$ cat config.mk
export PLATFORM = sky130hd
export DESIGN_NAME = flex_stp_rx
export DESIGN_NICKNAME = d
export VERILOG_FILES = /design/src/rtl/flex_stp_rx.sv
export SDC_FILE = /design/constraint.sdc
export NUM_CORES = 1
export LEC_CHECK = 0
export ABC_AREA = 1
export CORE_AREA = 2 2 50 52
export DETAILED_ROUTE_END_ITERATION = 6
export DIE_AREA = 0 0 52 54
export DONT_BUFFER_PORTS = 1
export PLACE_DENSITY = 0.57
export SLEW_MARGIN = 20
export SYNTH_ARGS = -nofsm -noshare
export SYNTH_HDL_FRONTEND = slang
export SYNTH_SLANG_ARGS = --single-unit
$ cat constraint.sdc
create_clock -name clk -period 2.2 [get_ports clk]
set_clock_uncertainty 0.2 [all_clocks]
set_input_delay 0 -clock clk [delete_from_list [all_inputs] [get_ports clk]]
set_output_delay 0 -clock clk [all_outputs]
set_load 0.005 [all_outputs]
$ cat src/rtl/flex_stp_rx.sv
// rtl/flex_stp_rx.sv - serial-to-parallel word assembler with valid/ready output buffer
//
// Purpose:
//   Samples one recovered bit per shift_enable strobe, assembles NUM_BITS-wide
//   words and hands each completed word to a small valid/ready output buffer.
//   A completed word that finds the buffer full is dropped and the sticky
//   overrun flag is raised.
//
// Build option:
//   FLEX_STP_SKID_EN  defined   -> 2-entry FIFO output buffer (states EMPTY/ONE/TWO)
//                     undefined -> 1-entry output buffer (states EMPTY/ONE)
//
// Parameters:
//   NUM_BITS   word width (>= 2)
//   SHIFT_MSB  1: first received bit lands in data_out[NUM_BITS-1]
//              0: first received bit lands in data_out[0]
//
// Ports:
//   clk            sole clock, rising edge
//   rst            asynchronous active-high reset
//   shift_enable   sample serial_in this cycle
//   serial_in      recovered data bit
//   frame_reset    synchronous clear of the partial word
//   data_ready     consumer accepts data_out this cycle
//   clear_overrun  synchronous clear of overrun
//   data_out       oldest buffered word
//   data_valid     data_out holds an unconsumed word
//   bit_count      bits held in the partial word
//   overrun        sticky, a completed word was dropped

module flex_stp_rx #(
  parameter int NUM_BITS  = 8,
  parameter int SHIFT_MSB = 1
) (
  input  logic                        clk,
  input  logic                        rst,
  input  logic                        shift_enable,
  input  logic                        serial_in,
  input  logic                        frame_reset,
  input  logic                        data_ready,
  input  logic                        clear_overrun,
  output logic [NUM_BITS-1:0]         data_out,
  output logic                        data_valid,
  output logic [$clog2(NUM_BITS)-1:0] bit_count,
  output logic                        overrun
);

  localparam int            CW       = $clog2(NUM_BITS);
  localparam logic [CW-1:0] LAST_BIT = CW'(NUM_BITS - 1);

  // Bit 0 means "head entry holds a word" so data_valid is a plain flop bit;
  // bit 1 means "skid entry holds a word".
  typedef enum logic [1:0] {
    ST_EMPTY = 2'b00,
    ST_ONE   = 2'b01,
    ST_TWO   = 2'b11
  } buf_state_t;

  buf_state_t          state_q;
  buf_state_t          state_d;
  logic [NUM_BITS-1:0] shift_reg;
  logic [NUM_BITS-1:0] next_word;
  logic                push;
  logic                pop;
  logic                drop;
  logic                ld_head_word;
`ifdef FLEX_STP_SKID_EN
  logic [NUM_BITS-1:0] skid_q;
  logic                ld_head_skid;
  logic                ld_skid;
`endif

  // Word as it looks after the current bit is shifted in; this is both the
  // next shift register value and the value pushed on word completion.
  if (SHIFT_MSB != 0) begin : g_shift_msb
    assign next_word = {shift_reg[NUM_BITS-2:0], serial_in};
  end else begin : g_shift_lsb
    assign next_word = {serial_in, shift_reg[NUM_BITS-1:1]};
  end

  // frame_reset suppresses the strobe, so a coincident bit never completes a word.
  assign push = shift_enable && !frame_reset && (bit_count == LAST_BIT);
  assign pop  = state_q[0] && data_ready;

  // ---------------------------------------------------------------------
  // Word assembly
  // ---------------------------------------------------------------------
  always_ff @(posedge clk or posedge rst) begin
    if (rst) begin
      shift_reg <= '1;
      bit_count <= '0;
    end else if (frame_reset) begin
      shift_reg <= '1;
      bit_count <= '0;
    end else if (shift_enable) begin
      if (bit_count == LAST_BIT) begin
        shift_reg <= '1;
        bit_count <= '0;
      end else begin
        shift_reg <= next_word;
        bit_count <= bit_count + CW'(1);
      end
    end
  end

  // ---------------------------------------------------------------------
  // Output buffer FSM: state register
  // ---------------------------------------------------------------------
  always_ff @(posedge clk or posedge rst) begin
    if (rst) begin
      state_q <= ST_EMPTY;
    end else begin
      state_q <= state_d;
    end
  end

  // ---------------------------------------------------------------------
  // Output buffer FSM: next state
  // ---------------------------------------------------------------------
  always_comb begin
    state_d = state_q;
    case (state_q)
      ST_EMPTY: begin
        if (push) state_d = ST_ONE;
      end
      ST_ONE: begin
        if (pop && !push) state_d = ST_EMPTY;
`ifdef FLEX_STP_SKID_EN
        else if (push && !pop) state_d = ST_TWO;
`endif
      end
`ifdef FLEX_STP_SKID_EN
      ST_TWO: begin
        if (pop && !push) state_d = ST_ONE;
      end
`endif
      default: state_d = ST_EMPTY;
    endcase
  end

  // ---------------------------------------------------------------------
  // Output buffer FSM: outputs and entry load controls
  // ---------------------------------------------------------------------
  always_comb begin
    data_valid   = state_q[0];
    ld_head_word = 1'b0;
    drop         = 1'b0;
`ifdef FLEX_STP_SKID_EN
    ld_head_skid = 1'b0;
    ld_skid      = 1'b0;
`endif
    case (state_q)
      ST_EMPTY: begin
        ld_head_word = push;
      end
      ST_ONE: begin
        // A pop frees the head in the same cycle, so the new word goes straight in.
        ld_head_word = push && pop;
`ifdef FLEX_STP_SKID_EN
        ld_skid      = push && !pop;
`else
        drop         = push && !pop;
`endif
      end
`ifdef FLEX_STP_SKID_EN
      ST_TWO: begin
        // Skid entry advances to head on pop; a coincident push refills the skid.
        ld_head_skid = pop;
        ld_skid      = push && pop;
        drop         = push && !pop;
      end
`endif
      default: begin
        ld_head_word = 1'b0;
      end
    endcase
  end

  // ---------------------------------------------------------------------
  // Buffer storage and sticky overrun
  // ---------------------------------------------------------------------
  always_ff @(posedge clk or posedge rst) begin
    if (rst) begin
      data_out <= '1;
    end else if (ld_head_word) begin
      data_out <= next_word;
    end
`ifdef FLEX_STP_SKID_EN
    else if (ld_head_skid) begin
      data_out <= skid_q;
    end
`endif
  end

`ifdef FLEX_STP_SKID_EN
  always_ff @(posedge clk or posedge rst) begin
    if (rst) begin
      skid_q <= '1;
    end else if (ld_skid) begin
      skid_q <= next_word;
    end
  end
`endif

  always_ff @(posedge clk or posedge rst) begin
    if (rst) begin
      overrun <= 1'b0;
    end else if (drop) begin
      overrun <= 1'b1;
    end else if (clear_overrun) begin
      overrun <= 1'b0;
    end
  end

endmodule

Yosys cells after proc, flatten, opt, wreduce, memory -nomap -nowiden
Index checks and enable logic that the tools add are counted.

Add/subtract/negate cells: 1. Eq/ne operators: 4. Mux-type cells: 13. Reductions and logical operators: 13.

Operators with widths (number): $mux 7 (3); $mux 3 (3); $logic_and 1x1->1 (6); $mux 2 (2); $ne 2x2->1 const B (2); $pmux 2 s2 (1); $reduce_bool 2->1 (2); $add 3x1->3 const B (1); $eq 3x3->1 const B (1); $logic_not 1->1 (3); $mux 1 (3); $eq 2x1->1 const B (1); $logic_not 2->1 (1); $pmux 1 s2 (1); $reduce_and 2->1 (1).

Register bits: 21. Input port bits: 7. Logic and storage cells: 36.

Depth between registers and ports, before layout
Gate-level depths: netlist of the first run.

Depth after elaboration: 7. Depth in mapped cells: 6. Mapped depth without buffers: 6.

Worst setup path before layout of the first run
No wires, ideal clock.

Path kind: register to register. Start point: register bit_count[0]. End point: register data_out[0]. Arrival: 1.167 ns. Slack: 0.773 ns. Stages on the path, launching flop included: 7. Path buffers: 1. Period minus slack after synthesis: 1.427 ns. Cells stage by stage: dfrtp_1 > ha_1 > ha_1 > buf_2 > nand3_2 > nand2_1 > nand2_1.

Cells in the longest elaborated chain, start to end: 4.

RTL lines: start, declared (RTL line 44) `output logic [$clog2(NUM_BITS)-1:0] bit_count,`; start signal, assigned (RTL line 101) `bit_count <= bit_count + CW'(1);`; $eq 3x3->1 * (RTL line 82) `assign push = shift_enable && !frame_reset && (bit_count == LAST_BIT);`; $logic_and 1x1->1 * (RTL line 82); $logic_and 1x1->1 (RTL line 158) `ld_head_word = push && pop;`; $pmux 1 s2 * (RTL line 152) `case (state_q)`; end signal, assigned (RTL line 186) `data_out <= next_word;`; end, declared (RTL line 42) `output logic [NUM_BITS-1:0] data_out,`.

Mark *: on every way between the ends. The rest lies on a longest branch, timed or not. A chain may end at the register's enable or synchronous reset.

Worst setup path after layout of the first run
Start point: register bit_count[0]. End point: register shift_reg[0].

Cells in the longest elaborated chain, start to end: 4.

RTL lines: $eq 3x3->1 (RTL line 96) `if (bit_count == LAST_BIT) begin`; $mux 7 (RTL line 96); $mux 7 (RTL line 95) `end else if (shift_enable) begin`; $mux 7 (RTL line 92) `end else if (frame_reset) begin`; end signal, assigned (RTL line 100) `shift_reg <= next_word;`; end, declared (RTL line 61) `logic [NUM_BITS-1:0] shift_reg;`.

Every way passes these cells. The select of a mux whose other input is x is not followed.

==> out/summary.md, run 1 <==
### Critical path
• 120 ps — worst reg-to-reg setup slack
• 550 ps — maximum single-stage delay on the critical path
• register to register — crit path kind
• 11 — maximum fanout along the worst path
• register — CP Capture Type
• sky130_fd_sc_hd__dlygate4sd3_1 — slowest stage cell on the critical path
• 2 — number of buffer and inverter stages on the critical path
• 2120 ps — Data arrival, critical path
• sky130_fd_sc_hd__nor2_1 — most numerous cell on the critical path
• bit_count[0] — start of the worst register-to-register path
• register — Startpoint Class
• 2240 ps — Worst EP required
• shift_reg[0] — R2R Path End
• 7 — worst r2r path cells
• buffers and inverters — Worst path top cell family by delay
• ha_1 -> ha_2 -> inv_1 -> nand2_2 -> nor2_1 -> dlygate4sd3_1 -> nor2_1 — critical path, cell by cell

### Die
• 18 — number of standard-cell rows in the floorplan
• 20 — Ports
• 52 um — Die W
• 36.89% — starting utilization of the core area
• 0.002808 mm2 — area of the die
• 0.002320 mm2 — area of the core region
• 54 um — Die H

### Layout
• 0 — count of antenna diodes in the layout
• 8 — max reg flops
• 227 — count of fill cells added during filler insertion
• 114 — nets@finish
• 22.12% — proportion of layout cells with a drive suffix above 1
• 19.88% — P&R area growth vs syn
• sky130_fd_sc_hd__nand2_1 (27), sky130_fd_sc_hd__nor2_1 (22), sky130_fd_sc_hd__dfstp_2 (15) — commonest non-fill, non-tap cells in the layout
• sky130_fd_sc_hd__nand2_1 — leading cell type in the layout, fill and taps excluded

### Clock tree
• 300 ps — clock latency reported for the late side of the worst-skew pair
• 0 — number of setup buffers added after CTS
• 1 — maximum level of the CTS H-tree
• 3 — total CTS buffers
• 20 — Sink Count
• sky130_fd_sc_hd__clkbuf_4 — Root Buffer Master
• 110 ps — clock-pin slew on the worst setup and hold paths
• yes — TritonCTS clock tree
• 2 — worst-case clock buffer depth

### Timing
• 0 — final hold violation count
• 52.01% — slew margin rel.
• 94.69% — period utilization
• 0 — count of endpoints failing setup in the final report
• 0 ps — Setup Total Neg Slack
• 719.1 ps — Worst Tran Pin Value
• 480.0 MHz — Achievable Freq
• 2083 ps — clock period minus final worst setup slack
• 0 — Max Slew Vio Count
• no — RSZ-0062 raised after global routing

### Global route
• 0 — Remaining Overflow, GRT
• 603 — via count of the first global-routing pass
• 0 — initial antenna violation count
• 2.697 mm — global-route wire length before repair
• 13.08% — Overall Global Routing Usage
• 21 — maximum number of pins on one net before global-route repair

### Synthesis
• 13 — number of distinct library cell variants in the gate-level netlist after synthesis
• 60.67% — Seq/Total Area, Yosys
• 9.202 um2 — post-synthesis area per instance
• 93 — Cells after Synth
• 20 — number of storage elements in the synthesis netlist
• sky130_fd_sc_hd__dfstp_2 (46%), sky130_fd_sc_hd__dfrtp_1 (15%), sky130_fd_sc_hd__nand2_1 (12%) — top area cells in the synthesized netlist
• 855.8 um2 — total standard cell area after synthesis
• 0 — yosys warns
• sky130_fd_sc_hd__dfstp_2 — cell taking the most area after synthesis
• 102 — Net Count, Synth
• 46.05% — area share of the leading cell type in the synthesized netlist

### Power
• 5.4% — combinational share of power
• 56.8% — Flop pwr share
• 0.3338 mV — worst vdd ir
• 21.55% — switch share
• 0.0001457 W — Net Switching
• 0.0006760 W — total design power
• 0.0005303 W — cell-internal power
• 0.4562 nW — reported leakage power
• 658.9 mW/mm2 — power density over the cells
• 37.7% — part of the power in the clock network

### Routing
• 7 — starting DRC count in detailed routing
• 0 — residual antenna-violating net count after detailed routing
• 0 — DRC violation count after routing
• 4.649 — per-cell via count in the routed design
• 2 — number of detailed-route iterations in the first pass
• 623 — vias
• 11.51 um — average wire per cell in the routed design
• 1.542 mm — wirelength, routed

### Worst hold path
• input pin to asynchronous set/reset pin — Min-Delay Path Class

### Run status
• completed — run status

### Run
• 0 — MaxCap Viol Count

### Placement
• 0.8117 — gpl congestion
• 0 — count of buffers inserted at the top-level ports
• 1.077 mm — sum of net half-perimeters after detailed placement

worst max-delay path by stage:
stage	from	to	slack [ps]	depth (start not counted)
after floorplan	bit_count[0]	data_out[0]	770	6
after global placement	bit_count[0]	shift_reg[5]	630	6
after detailed placement	bit_count[0]	bit_count[0]	570	5
after CTS	bit_count[0]	shift_reg[0]	40	7
after global routing	bit_count[0]	shift_reg[0]	9	7
final	bit_count[0]	shift_reg[0]	120	7
power groups by stage:
stage	clock [W]	combinational (W)	sequential [W]
2_1_floorplan	0	0.0000224	0.000388
3_3_place_gp	0	0.0000256	0.000390
3_5_place_dp	0	0.0000268	0.000390
4_1_cts	0.000262	0.0000373	0.000384
5_1_grt	0.000278	0.0000422	0.000385
6_report	0.000255	0.0000367	0.000384
per-layer routing:
layer  routed length, um  track usage, %
met5                   0               0
met4                  19           5.263
met3                  64           5.000
met2                 726           21.73
met1                 732           15.20
per-stage QoR:
step,util (%),cell area (um2),hold slack [ps],cells,setup WS [ps]
after global placement,37.76,875.8,-156.1,120,625.4
after floorplan,-,855.8,-247.3,93,772.7
final,44.23,1026,57.22,134,116.7
after global routing,44.23,1026,123.6,134,9.375
after CTS,44.12,1023,69.72,134,38.64
after detailed placement,37.76,875.8,-146.0,120,570.5
area by class of cell:
class                      count  area [um2]  share of cell area [%]
clock buffer                   4       47.55                   4.634
timing repair buffer          10       100.1                   9.756
tap                           30       37.54                   3.659
inverter                       6       22.52                   2.195
sequential                    20       519.2                   50.61
multi-input combinational     64       299.0                   29.15
Yosys cell counts:
master / instances
sky130_fd_sc_hd__nand2_1: 27
sky130_fd_sc_hd__nor2_1: 22
sky130_fd_sc_hd__dfstp_2: 15
sky130_fd_sc_hd__nand4_1: 8
sky130_fd_sc_hd__inv_1: 6
sky130_fd_sc_hd__dfrtp_1: 5
sky130_fd_sc_hd__buf_2: 2
sky130_fd_sc_hd__ha_1: 2
sky130_fd_sc_hd__o21ai_0: 2
sky130_fd_sc_hd__buf_4: 1
sky130_fd_sc_hd__nand2_2: 1
sky130_fd_sc_hd__nand3_2: 1
sky130_fd_sc_hd__nor2_4: 1
timing repair:
item                                    in CTS  in global routing
hold buffers                                10                  0
endpoints found under the setup margin       0                  1
hold endpoints to repair                    40                  0
resized for setup                            0                  1
kinds of logic (layout without fill, tap and decap cells):
family,count (synthesis),count (layout),share of synthesized area [%]
AOI/OAI and AO/OA,2,2,1.170
adders and majority gates,2,2,2.924
buffers and inverters,9,20,4.679
and+or+nand+nor,60,60,30.56
DFF,20,20,60.67
Power figures use the tool's default switching activity.
==> run 2, diff against run 1 <==
--- a/config.mk
+++ b/config.mk
@@ -6,11 +6,13 @@
 export NUM_CORES = 1
 export LEC_CHECK = 0
 export ABC_AREA = 1
-export CORE_AREA = 2 2 50 52
+export CELL_PAD_IN_SITES_DETAIL_PLACEMENT = 2
+export CELL_PAD_IN_SITES_GLOBAL_PLACEMENT = 2
+export CORE_AREA = 2 2 51 53
 export DETAILED_ROUTE_END_ITERATION = 6
-export DIE_AREA = 0 0 52 54
+export DIE_AREA = 0 0 53 55
 export DONT_BUFFER_PORTS = 1
-export PLACE_DENSITY = 0.57
+export PLACE_DENSITY = 0.81
 export SLEW_MARGIN = 20
 export SYNTH_ARGS = -nofsm -noshare
 export SYNTH_HDL_FRONTEND = slang
==> out/summary.md, run 2 (same netlist as run 1, synthesis figures left out) <==
### Layout
• 18.13% — P&R area growth vs syn
• 112 — nets@finish
• sky130_fd_sc_hd__nand2_1 — leading cell type in the layout, fill and taps excluded
• 299.0 um2 — area used by multi-input combinational logic
• 0 — count of antenna diodes in the layout
• sky130_fd_sc_hd__nand2_1 (27), sky130_fd_sc_hd__nor2_1 (22), sky130_fd_sc_hd__dfstp_2 (15) — commonest non-fill, non-tap cells in the layout
• 519.2 um2 — area of all sequential standard cells
• 22.55% — proportion of layout cells with a drive suffix above 1
• 283 — count of fill cells added during filler insertion
• 8 — max reg flops

### Clock tree
• 310 ps — clock latency reported for the late side of the worst-skew pair
• 2 — worst-case clock buffer depth
• 0 — number of setup buffers added after CTS
• 3 — total CTS buffers
• sky130_fd_sc_hd__clkbuf_4 — Root Buffer Master
• 20 — Sink Count
• yes — TritonCTS clock tree
• 120 ps — clock-pin slew on the worst setup and hold paths
• 1 — maximum level of the CTS H-tree

### Timing
• 494.2 MHz — Achievable Freq
• 91.98% — period utilization
• 44.30 ps — final hold slack
• 762.1 ps — Worst Tran Pin Value
• 49.14% — slew margin rel.
• 0 — Max Slew Vio Count
• 0 — final hold violation count
• 0 ps — Setup Total Neg Slack
• 2024 ps — clock period minus final worst setup slack
• no — RSZ-0062 raised after global routing
• 0 — count of endpoints failing setup in the final report

### Routing
• 5 — starting DRC count in detailed routing
• 0 — residual antenna-violating net count after detailed routing
• 4 — number of detailed-route iterations in the first pass
• 665 — vias
• 16.73 um — average wire per cell in the routed design
• 0 — DRC violation count after routing
• 2.209 mm — wirelength, routed
• 5.038 — per-cell via count in the routed design

### Placement
• 0 — count of buffers inserted at the top-level ports
• 1.315 mm — sum of net half-perimeters after detailed placement
• 0.7623 — gpl congestion

### Global route
• 0 — Remaining Overflow, GRT
• 3.643 mm — global-route wire length before repair
• 21 — maximum number of pins on one net before global-route repair
• 18.67% — Overall Global Routing Usage
• 0 — initial antenna violation count
• 730 — via count of the first global-routing pass

### Critical path
• dlygate4sd3_1 -> nor2_4 -> dlygate4sd3_1 -> nand2_2 -> nor2_1 -> nor2_1 — critical path, cell by cell
• 2080 ps — Data arrival, critical path
• input pin to register — crit path kind
• sky130_fd_sc_hd__dlygate4sd3_1 — slowest stage cell on the critical path
• input pin — Startpoint Class
• 2260 ps — Worst EP required
• register — CP Capture Type
• 12 — maximum fanout along the worst path
• 870 ps — maximum single-stage delay on the critical path

### Run status
• completed — run status

### Die
• 0.002365 mm2 — area of the core region
• 0.002915 mm2 — area of the die
• 36.19% — starting utilization of the core area
• 53 um — Die W
• 18 — number of standard-cell rows in the floorplan
• 20 — Ports
• 55 um — Die H

### Run
• 0 — MaxCap Viol Count

### Power
• 0.4489 nW — reported leakage power
• 0.3057 mV — worst vdd ir
• 728.3 mW/mm2 — power density over the cells

### Worst hold path
• input pin to asynchronous set/reset pin — Min-Delay Path Class

-- run 2: cell types whose count changed in the layout (fill, tap and decap cells not counted) --
cell / before / now
sky130_fd_sc_hd__bufinv_16: 0 / 1
sky130_fd_sc_hd__clkbuf_16: 1 / 0
sky130_fd_sc_hd__dlygate4sd3_1: 10 / 8
-- run 2: power by group --
group | switching, W | total, W | internal (W)
clock | 0.000128 | 0.000312 | 0.000184
sequential | 0.00000672 | 0.000384 | 0.000378
combinational | 0.0000258 | 0.0000400 | 0.0000143
-- run 2: worst max-delay path, delay by kind of cell --
family,cells,cell delay (ps)
buffers and inverters,2,1470
and+or+nand+nor,4,600
-- run 2: layer usage --
metal | GRT usage (%) | part of all wire (%) | wire length (um) | vias up
met5 | 0 | 0 | 0 | -
met1 | 19.29 | 38 | 834 | 334
met3 | 3.495 | 3.8 | 85 | 5
met2 | 35.63 | 56 | 1233 | 14
li1 | - | - | - | 312
met4 | 10.26 | 2.5 | 55 | 0
-- run 2: final timing paths --
check                             start      endpoint  slack (ps)  cells after the start
setup reg to reg           bit_count[0]   data_out[0]         260                      5
min in group clk           shift_enable  bit_count[1]         210                      4
hold reg to reg             data_out[0]   data_out[0]         280                      2
max in group asynchronous           rst  bit_count[2]        1280                      2
hold / removal                      rst       overrun          40                      2
setup / recovery            frame_reset  shift_reg[0]         180                      6
-- run 2: what timing repair did --
action,4_1_cts,5_1_grt
hold endpoints to repair,40,0
setup endpoints to repair,0,1
resized for setup,0,1
hold buffers,8,0
-- run 2: through the flow --
stage               util [%]  total power, W  worst slack, ps  cells  area (um2)
finish                 42.75       0.0007363            176.3    132        1011
global route           42.75       0.0007652            82.83    132        1011
CTS                    42.65       0.0007394            149.3    132        1008
detailed placement     37.04       0.0004184            552.3    120       875.8
global placement       37.04       0.0004160            610.5    120       875.8
floorplan                  -       0.0004104            772.7     93       855.8
-- run 2: layout make-up --
cell class                      instances  share of cell area (%)
Clock inverter                          1                   2.970
Clock buffer                            3                   2.228
Multi-Input combinational cell         64                   29.58
Inverter                                6                   2.228
Sequential cell                        20                   51.36
Tap cell                               30                   3.713
Timing Repair Buffer                    8                   7.921
==> run 3, diff against run 2 <==
--- a/config.mk
+++ b/config.mk
@@ -9,6 +9,7 @@
 export CELL_PAD_IN_SITES_DETAIL_PLACEMENT = 2
 export CELL_PAD_IN_SITES_GLOBAL_PLACEMENT = 2
 export CORE_AREA = 2 2 51 53
+export CTS_BUF_LIST = sky130_fd_sc_hd__clkbuf_16
 export DETAILED_ROUTE_END_ITERATION = 6
 export DIE_AREA = 0 0 53 55
 export DONT_BUFFER_PORTS = 1
==> out/summary.md, run 3 (same netlist as run 1, synthesis figures left out) <==
### Layout
• 8 — max reg flops
• sky130_fd_sc_hd__nand2_1 — leading cell type in the layout, fill and taps excluded
• 44.55% — Core Util, Final
• 271 — count of fill cells added during filler insertion
• 22.77% — proportion of layout cells with a drive suffix above 1
• 131 — filler-free cell count of the finished design
• 23.10% — P&R area growth vs syn
• sky130_fd_sc_hd__nand2_1 (27), sky130_fd_sc_hd__nor2_1 (22), sky130_fd_sc_hd__dfstp_2 (15) — commonest non-fill, non-tap cells in the layout
• 0 — count of antenna diodes in the layout
• 111 — nets@finish

### Routing
• 16.16 um — average wire per cell in the routed design
• 1.028 mm — Met2 Routed Length
• 2 — number of detailed-route iterations in the first pass
• 2.117 mm — wirelength, routed
• 96 um — met3 layer wire length in the routed design
• met4 — Max Used Layer
• 5.061 — per-cell via count in the routed design
• 0 — DRC violation count after routing
• 663 — vias
• 969 um — M1 WL
• 0 — residual antenna-violating net count after detailed routing
• 10 — starting DRC count in detailed routing

### Placement
• 0.7623 — gpl congestion
• 120 — number of cells after detailed placement
• 1.315 mm — sum of net half-perimeters after detailed placement
• 0 — count of buffers inserted at the top-level ports

### Run status
• completed — run status

### Critical path
• 1940 ps — Data arrival, critical path
• register — Startpoint Class
• ha_1 -> ha_2 -> nand4_1 -> dlygate4sd3_1 -> nand2_1 — critical path, cell by cell
• buffers and inverters — Worst path top cell family by delay
• 2200 ps — Worst EP required
• register to register — crit path kind
• register — CP Capture Type
• 1 — number of buffer and inverter stages on the critical path
• 11 — maximum fanout along the worst path
• 580 ps — maximum single-stage delay on the critical path
• sky130_fd_sc_hd__dlygate4sd3_1 — slowest stage cell on the critical path

### Die
• 36.19% — starting utilization of the core area
• 20 — Ports
• 0.002365 mm2 — area of the core region
• 55 um — Die H
• 53 um — Die W
• 0.002915 mm2 — area of the die
• 18 — number of standard-cell rows in the floorplan

### Power
• 0.4679 nW — reported leakage power
• 883.5 mW/mm2 — power density over the cells
• 0.4100 mV — worst vdd ir

### Timing
• 0 — final hold violation count
• 771.2 ps — Worst Tran Pin Value
• 1936 ps — clock period minus final worst setup slack
• 12.19 ps — final hold slack
• 87.99% — period utilization
• 0 ps — Setup Total Neg Slack
• 0 — Max Slew Vio Count
• 516.6 MHz — Achievable Freq
• 0 — count of endpoints failing setup in the final report
• 48.53% — slew margin rel.
• no — RSZ-0062 raised after global routing

### Clock tree
• 3 — total CTS buffers
• 2 — worst-case clock buffer depth
• 20 — Sink Count
• sky130_fd_sc_hd__clkbuf_16 — Root Buffer Master
• 260 ps — clock latency reported for the late side of the worst-skew pair
• 1 — maximum level of the CTS H-tree
• 0 — number of setup buffers added after CTS
• yes — TritonCTS clock tree
• 60 ps — clock-pin slew on the worst setup and hold paths

### Run
• 0 — MaxCap Viol Count

### Global route
• 17.04% — Overall Global Routing Usage
• 21 — maximum number of pins on one net before global-route repair
• 3.463 mm — global-route wire length before repair
• 0 — Remaining Overflow, GRT
• 701 — via count of the first global-routing pass
• 0 — initial antenna violation count

### Worst hold path
• input pin to register — Min-Delay Path Class

[run 3: changes by cell type in the layout (fill, tap and decap cells not counted)]
cell                            previous run  this run
sky130_fd_sc_hd__clkbuf_16                 0         3
sky130_fd_sc_hd__clkbuf_4                  3         0
sky130_fd_sc_hd__dlygate4sd3_1             8         7
[run 3: final cells by class]
class                           count  area, um2  share of cell area [%]
Inverter                            6      22.52                   2.138
Sequential cell                    20      519.2                   49.29
Clock buffer                        3      75.07                   7.126
Timing Repair Buffer                7      70.07                   6.651
Clock inverter                      1      30.03                   2.850
Tap cell                           30      37.54                   3.563
Multi-Input combinational cell     64      299.0                   28.38
[run 3: final timing paths]
path,startpoint,slack (ps),end,cells after the start
max,bit_count[0],260,data_out[0],5
min,data_ready,10,state_q[0],3
max reg2reg,bit_count[0],260,data_out[0],5
min reg2reg,data_out[0],270,data_out[0],2
max in group asynchronous,rst,1200,bit_count[0],2
min in group asynchronous,rst,120,overrun,2
[run 3: tightest hold or removal path: stages]
cell	delay, ps
sky130_fd_sc_hd__inv_1	30
sky130_fd_sc_hd__nand2_1	310
sky130_fd_sc_hd__nand2_1	90
[run 3: metal layers]
layer	up-vias	track usage, %
met5	-	0
met4	0	3.846
met3	5	6.720
met2	13	28.54
met1	334	20.81
li1	311	-
[run 3: power breakdown]
| group | switching [W] | internal, W | leakage [nW] |
|---|---|---|---|
| Combinational | 0.0000251 | 0.0000131 | 0.192 |
| Sequential | 0.00000643 | 0.000378 | 0.225 |
| Clock | 0.000147 | 0.000361 | 0.0511 |
| Total | 0.000179 | 0.000752 | 0.468 |
[run 3: per-stage QoR]
stage | setup slack, ps | power (W) | cell area (um2)
3_5_place_dp | 552.3 | 0.0004184 | 875.8
4_1_cts | 138.4 | 0.0009445 | 1051
2_1_floorplan | 772.7 | 0.0004104 | 855.8
5_1_grt | 125.0 | 0.0009612 | 1054
3_3_place_gp | 610.5 | 0.0004160 | 875.8
6_report | 264.3 | 0.0009308 | 1054
[run 3: timing repair]
action / CTS / global route
gates resized for setup: 0 / 1
endpoints found under the setup margin: 0 / 1
hold buffers: 7 / 0
endpoints found under the hold margin: 26 / 0
